<file path="src/rtl/bip_acc_alu.sv">
// -----------------------------------------------------------------------------
// bip_acc_alu -- registered accumulator ALU for the BIP datapath.
//
// Accepts one op + operand through a valid/ready handshake, holds it for LAT
// cycles, then commits the result into the accumulator. The flags update on the
// same edge, and a one-cycle out_valid strobe marks the commit.
//
// Parameters:
//   N   : data/accumulator width (4..32)
//   LAT : cycles from acceptance edge to commit edge (1..4)
//
// Ports:
//   clk, rst_n          : clock (rising edge), asynchronous active-low reset
//   in_valid / in_ready : op handshake; in_ready depends on FSM state only
//   op [2:0]            : 000 NOP, 001 LD, 010 ADD, 011 SUB, 100 CLR, others NOP
//   operand [N-1:0]     : raw operand bits
//   acc [N-1:0]         : registered accumulator
//   out_valid           : one-cycle pulse after each commit
//   carry, ovf, zero, neg : status flags of the last non-NOP commit
//
// Optional feature macro: BIP_ACC_SAT_EN
//   Defined   -> ADD/SUB results that overflow clamp to signed max/min.
//   Undefined -> two's-complement wrap (no clamp logic).
// -----------------------------------------------------------------------------
module bip_acc_alu #(
    parameter int N   = 16,
    parameter int LAT = 1
) (
    input  logic         clk,
    input  logic         rst_n,
    input  logic         in_valid,
    output logic         in_ready,
    input  logic [2:0]   op,
    input  logic [N-1:0] operand,
    output logic [N-1:0] acc,
    output logic         out_valid,
    output logic         carry,
    output logic         ovf,
    output logic         zero,
    output logic         neg
);

    localparam logic [2:0] OP_NOP = 3'b000;
    localparam logic [2:0] OP_LD  = 3'b001;
    localparam logic [2:0] OP_ADD = 3'b010;
    localparam logic [2:0] OP_SUB = 3'b011;
    localparam logic [2:0] OP_CLR = 3'b100;

    // The counter starts at LAT-1 on acceptance. The commit happens on the
    // BUSY edge where it reads zero, so the commit falls exactly LAT edges
    // after acceptance.
    localparam logic [1:0] CNT_INIT = 2'(LAT - 1);

    typedef enum logic {IDLE, BUSY} state_t;

    state_t       state_reg;
    logic [1:0]   cnt_reg;
    logic [2:0]   op_reg;
    logic [N-1:0] operand_reg;

    logic [N:0]   sum_ext;
    logic [N:0]   diff_ext;
    logic [N-1:0] acc_next;
    logic         carry_next;
    logic         ovf_next;
    logic         flags_upd;

    assign in_ready = (state_reg == IDLE);

    // Computed in N+1 bits. The MSB of sum_ext is the carry. The MSB of
    // diff_ext is the borrow, which is set exactly when acc < operand (unsigned).
    assign sum_ext  = {1'b0, acc} + {1'b0, operand_reg};
    assign diff_ext = {1'b0, acc} - {1'b0, operand_reg};

    always_comb begin
        acc_next   = acc;
        carry_next = carry;
        ovf_next   = ovf;
        flags_upd  = 1'b0;
        case (op_reg)
            OP_LD: begin
                acc_next   = operand_reg;
                carry_next = 1'b0;
                ovf_next   = 1'b0;
                flags_upd  = 1'b1;
            end
            OP_ADD: begin
                acc_next   = sum_ext[N-1:0];
                carry_next = sum_ext[N];
                ovf_next   = (acc[N-1] == operand_reg[N-1]) &&
                             (sum_ext[N-1] != acc[N-1]);
                flags_upd  = 1'b1;
            end
            OP_SUB: begin
                acc_next   = diff_ext[N-1:0];
                carry_next = diff_ext[N];
                ovf_next   = (acc[N-1] != operand_reg[N-1]) &&
                             (diff_ext[N-1] != acc[N-1]);
                flags_upd  = 1'b1;
            end
            OP_CLR: begin
                acc_next   = '0;
                carry_next = 1'b0;
                ovf_next   = 1'b0;
                flags_upd  = 1'b1;
            end
            default: ; // NOP and the reserved codes leave everything unchanged
        endcase
`ifdef BIP_ACC_SAT_EN
        // The overflow direction follows the sign of acc. For ADD, both
        // operands share that sign. For SUB, a positive acc can only overflow
        // upward.
        if ((op_reg == OP_ADD || op_reg == OP_SUB) && ovf_next) begin
            acc_next = acc[N-1] ? {1'b1, {(N-1){1'b0}}} : {1'b0, {(N-1){1'b1}}};
        end
`endif
    end

    always_ff @(posedge clk or negedge rst_n) begin
        if (!rst_n) begin
            state_reg   <= IDLE;
            cnt_reg     <= '0;
            op_reg      <= OP_NOP;
            operand_reg <= '0;
            acc         <= '0;
            out_valid   <= 1'b0;
            carry       <= 1'b0;
            ovf         <= 1'b0;
            zero        <= 1'b0;
            neg         <= 1'b0;
        end else begin
            out_valid <= 1'b0;
            case (state_reg)
                IDLE: begin
                    if (in_valid) begin
                        op_reg      <= op;
                        operand_reg <= operand;
                        cnt_reg     <= CNT_INIT;
                        state_reg   <= BUSY;
                    end
                end
                BUSY: begin
                    if (cnt_reg == 2'd0) begin
                        acc       <= acc_next;
                        carry     <= carry_next;
                        ovf       <= ovf_next;
                        if (flags_upd) begin
                            zero <= (acc_next == '0);
                            neg  <= acc_next[N-1];
                        end
                        out_valid <= 1'b1;
                        state_reg <= IDLE;
                    end else begin
                        cnt_reg <= cnt_reg - 2'd1;
                    end
                end
                default: state_reg <= IDLE;
            endcase
        end
    end

endmodule
</file>
<file path="config.mk">
export PLATFORM = sky130hd
export DESIGN_NAME = bip_acc_alu
export DESIGN_NICKNAME = d
export VERILOG_FILES = /design/src/rtl/bip_acc_alu.sv
export SDC_FILE = /design/constraint.sdc
export NUM_CORES = 1
export LEC_CHECK = 0
export ABC_AREA = 1
export BUFFER_PORTS_ARGS = -buffer_cell sky130_fd_sc_hd__buf_2
export CORE_MARGIN = 5
export CORE_UTILIZATION = 28
export DETAILED_ROUTE_END_ITERATION = 10
export GPL_TIMING_DRIVEN = 0
export PLACE_DENSITY = 0.4
export SETUP_SLACK_MARGIN = 0.2
export SLEW_MARGIN = 20
export SYNTH_ARGS = -nofsm -noshare
export SYNTH_HDL_FRONTEND = slang
export SYNTH_SLANG_ARGS = --single-unit
</file>
<file path="constraint.sdc">
create_clock -name clk -period 3.1 [get_ports clk]
set_input_delay 0.155 -clock clk [delete_from_list [all_inputs] [get_ports clk]]
set_output_delay 0.155 -clock clk [all_outputs]
set_load 0.02 [all_outputs]
</file>
# After elaboration in Yosys (flattened, before gate mapping)
# Index checks and enable logic that the tools add are counted.
# word_totals
elab_cells	48
memories	0
reg_bits	43
in_bits	22
latchBits	0
rom_bits	0
output_inout_bits	22
mem_bits_rw	0
# classes
n_addsub	3
reduce_logical	12
mux	12
shifts	0
n_div	0
bitwise	1
n_mul	0
eq_ne	10
n_lt_le_gt_ge	0
# ops
cell	n
$pmux 16 s4	1
$add 16x16->17	1
$sub 16x16->17	1
$logic_not 16->1	1
$eq 3x2->1 const B	2
$pmux 1 s3	2
$reduce_and 2->1	3
$reduce_and 3->1	2
$mux 1	5
$mux 2	2
$ne 2x2->1 const B	2
$pmux 2 s2	1
$reduce_or 4->1	1
$eq 3x1->1 const B	1
$eq 3x3->1 const B	1
$ne 1x1->1	3
$reduce_bool 3->1	1
$logic_and 1x1->1	2
$logic_not 2->1	1
$pmux 1 s2	1
$reduce_or 2->1	1
$sub 2x1->2 const B	1
$eq 1x1->1	1
$not 1->1	1

# Depth between registers and ports, before layout
# depth
word_depth	4
ltp_mapped	18
mapped_depth_nobuf	17

# Worst setup path after synthesis
# Ideal clock, no wire load.
# synth_timing
path_type	flip-flop to flip-flop
from	reg acc[0]
to	reg zero
t_arrival_ps	2098
stages_incl_launch_ff	17
path_buffers	0
setup_time_ps	65
synth_period_minus_slack_ps	2163
slack_ps	937
t_required_ps	3035
cell_sequence	dfrtp_1 -> inv_1 -> ha_1 -> fa_1 -> inv_1 -> nand2_1 -> nand2_1 -> nand3_1 -> nand3_1 -> nand2_1 -> o21bai_1 -> nand2_1 -> nor2_1 -> nand2_1 -> nor2_1 -> nand4_1 -> nand2_1
# synth_between
elab_chain_len	3
elab_cells_between_ends	4
classes_between	add/sub (2); mux (1); reduce/logical (1)
# synth_rtl
item	line	text
start, declared	35	output logic [N-1:0] acc,
start signal, assigned	144	acc <= acc_next;
$sub 16x16->17 or $add 16x16->17 (tied branches)	73, 72	
$pmux 16 s4 (*)	80	case (op_reg)
$logic_not 16->1 (*)	148	zero <= (acc_next == '0);
end signal, assigned	148	
end, declared	39	output logic zero,
# Every way passes the cells marked *; elsewhere a longest branch is shown, timed or not.
# A chain may end at the register's enable or synchronous reset.

# Worst setup path after layout
# layout_timing
from	reg operand_reg[0]
to	reg zero
# layout_between
elab_chain_len	3
elab_cells_between_ends	4
classes_between	add/sub (2); mux (1); reduce/logical (1)
# layout_rtl
item	line	text
start, declared	59	logic [N-1:0] operand_reg;
start signal, assigned	137	operand_reg <= operand;
$sub 16x16->17 or $add 16x16->17 (tied branches)	73, 72	
$pmux 16 s4 (*)	80	
$logic_not 16->1 (*)	148	
# Marks and branches as above.

==> results.yml <==
run_status:
  status: "complete, no violations"
drt:
  drtIter0Drc: 250
  dr.pass1.iters: 7
  via_per_inst: 4.67
  drc: 0
  detail-route-antenna-nets: 0
  wl_per_cell_um: 16.2
  routed_wl_mm: 14.8
  vias: 4256
floorplan:
  initial_core_util_pct: 28.6
  core-area_um2: 14600
  die_y_um: 132
  rows: 44
  ios: 44
  die_w_um: 132
  dieArea_um2: 17400
yosys:
  ys_types: 38
  ys_ff_latch: 43
  ys_top_cells_by_count: "214 x nand2_1, 113 x inv_1, 62 x nand3_1, 61 x nor2_1, 43 x dfrtp_1"
  syn-mean-instance-area_um2: 6.18
  synth_ff_type: "dfrtp_1"
  synthTopCellsByArea: "dfrtp_1 26%, nand2_1 19%, inv_1 10%"
  synth_nets: 732
  synth_area_um2: 4170
  synth_cells: 675
  synth-async-reset-ratio_pct: 100
  yosysTopAreaCellShare_pct: 25.8
  yosysSeqAreaShare_pct: 25.8
  yosysMostFrequentCell: "nand2_1"
  synth_edf_count: 0
  yosys_warnings: 0
  synth_top_cell_by_area: "dfrtp_1"
layout:
  fillCellCount: 1619
  fin_nets: 783
  instances_no_fill: 911
  diodes: 0
  seq_area_um2: 1080
  multiInputGateArea_um2: 2510
  synthToLayoutAreaGrowth_pct: 14.4
  drive_above_1_share_pct: 12.4
timing:
  fin_tns_setup_ns: 0
  finalHoldViolCount: 0
  fmax_mhz: 374
  slew_headroom_pct: 53.8
  fin_skew_ns: 0.00449
  finalCritPeriodShare_pct: 86.2
  worstMarginPinSlew_ns: 0.692
  setup_viol: 0
  grt_setup_unrepaired: "false"
  slew_viol_final: 0
  min_period_ns: 2.67
power_and_ir_drop:
  power.internal_mw: 1.94
  cellPowerDensity_nw_per_um2: 908
  switching_share_pct: 55.2
  power_leakage_nw: 2.66
  max-vdd-ir-drop_mv: 0.282
  p_comb_share_pct: 67.0
  seqPwrFrac_pct: 20.6
  switchingPower_mw: 2.39
  p_clk_share_pct: 12.4
global_route:
  grt_usage_pct: 16.9
  grt_max_degree: 44
  grt_first_pass_wirelength_mm: 23.1
  grt-ovfl-total: 0
  grt_pass1_vias: 4171
  grt_antenna_before_repair: 0
cts:
  path_clk_slew_ns: 0.07
  tritoncts: "yes"
  cts_resized: 0
  htreeDepth: 2
  hold_buffers: 0
  clock-sinks: 43
  cts_buffers: 5
  cts_setup_buffers: 0
  insertion_delay_ns: 0.29
  cts_max_path_buffers: 2
  clockRootBuffer: "clkbuf_16"
worst_setup_path:
  cp.arrival_ns: 2.90
  end_kind: "flip-flop"
  path_max_fanout: 4
  worstPathRequired_ns: 3.33
  worstSetupPathType: "flip-flop to flip-flop"
  r2r_slack_ns: 0.43
  worst_setup_path_start_kind: "flip-flop"
job:
  maxCapViolCount: 0
place:
  portBuffers: 43
  dpl.hpwl_mm: 11.9
  gp_congestion: 0.866
  dp.cells: 902
hold_path:
  hold_class: "input port to flip-flop"
[power by group through the flow]
| stage | Sequential [mW] | Combinational (mW) | Clock (mW) |
|---|---|---|---|
| 3_5_place_dp | 0.902 | 2.88 | 0 |
| 3_3_place_gp | 0.898 | 2.88 | 0 |
| 6_report | 0.892 | 2.90 | 0.538 |
| 5_1_grt | 0.918 | 3.30 | 0.578 |
| 2_1_floorplan | 1.00 | 1.94 | 0 |
| 4_1_cts | 0.892 | 2.89 | 0.560 |
[cells in the final DEF, fill, tap and decap left out, drive strengths merged, types with 2 or more instances in the layout]
master / synthesis / routed
a31oi: 2 / 2
ha: 33 / 33
and2: 2 / 2
fa: 2 / 2
inv: 119 / 119
o21bai: 4 / 4
nor3: 4 / 4
clkbuf: 8 / 14
dfrtp: 43 / 43
buf: 14 / 57
nand3b: 3 / 3
nor2: 67 / 67
nand2: 217 / 217
nand4: 19 / 19
o21ai: 23 / 23
clkinv: 1 / 2
nand3: 65 / 65
or2: 4 / 4
o22ai: 4 / 4
a21oi: 37 / 37
[final cells by class]
| type | instances | area share [%] |
|---|---|---|
| buffer | 22 | 2.70 |
| clock buffer | 6 | 2.70 |
| clock inverter | 2 | 0.262 |
| inverter | 120 | 9.45 |
| multi-input combinational | 490 | 52.7 |
| sequential | 43 | 22.6 |
| tap | 184 | 4.83 |
| timing repair buffer | 44 | 4.78 |
[critical path: stages (launching register included)]
cell and delay [ns]:
dfrtp_1 0.39, ha_1 0.23, inv_1 0.07, fa_1 0.41
inv_1 0.11, nand2_1 0.08, nand2_1 0.16, nand4_1 0.13
nand2_1 0.10, nand2_1 0.05, nand3_1 0.09, nand3_1 0.12
nor2_1 0.21, nand2_1 0.08, nor2_1 0.15, nand4_1 0.13
nand2_1 0.08
[cell families (layout without fill, tap and decap cells)]
logic type	after synthesis	count (layout)	share of synthesized area (%)
fa+ha+maj	35	35	10.9
xor+xnor	1	1	0.210
flops	43	43	25.8
compound gates	71	71	9.09
simple gates	382	382	39.9
buf+inv	142	194	13.9
mux	1	1	0.270
[routing by layer]
layer | vias up | global-route usage, % | part of all wire [%]
met5 | - | 0 | 0
met4 | 0 | 4.74 | 1.9
met3 | 17 | 1.95 | 4.0
met2 | 87 | 26.1 | 44
met1 | 1945 | 24.7 | 50
li1 | 2207 | - | -
[through the flow]
| stage | setup slack [ns] | power [mW] | hold WS [ns] | cell area, µm² | utilization (%) |
|---|---|---|---|---|---|
| 2_1_floorplan | 0.937 | 2.95 | -0.141 | 4170 | - |
| 3_3_place_gp | 0.439 | 3.78 | 0.393 | 4610 | 31.6 |
| 6_report | 0.429 | 4.33 | 0.0977 | 4770 | 32.7 |
| 5_1_grt | 0.215 | 4.80 | 0.0985 | 4770 | 32.7 |
| 4_1_cts | 0.408 | 4.35 | 0.0960 | 4760 | 32.6 |
| 3_5_place_dp | 0.453 | 3.78 | 0.405 | 4610 | 31.6 |
[worst paths after layout]
kind | endpoint | from | depth (start not counted)
setup / recovery | zero | operand_reg[0] | 16
hold / removal | operand_reg[0] | operand[0] | 2
setup reg to reg | zero | operand_reg[0] | 16
hold reg to reg | neg | neg | 2
max in group asynchronous | acc[10] | rst_n | 2
min in group asynchronous | cnt_reg[0] | rst_n | 2
Power figures use the tool's default switching activity.
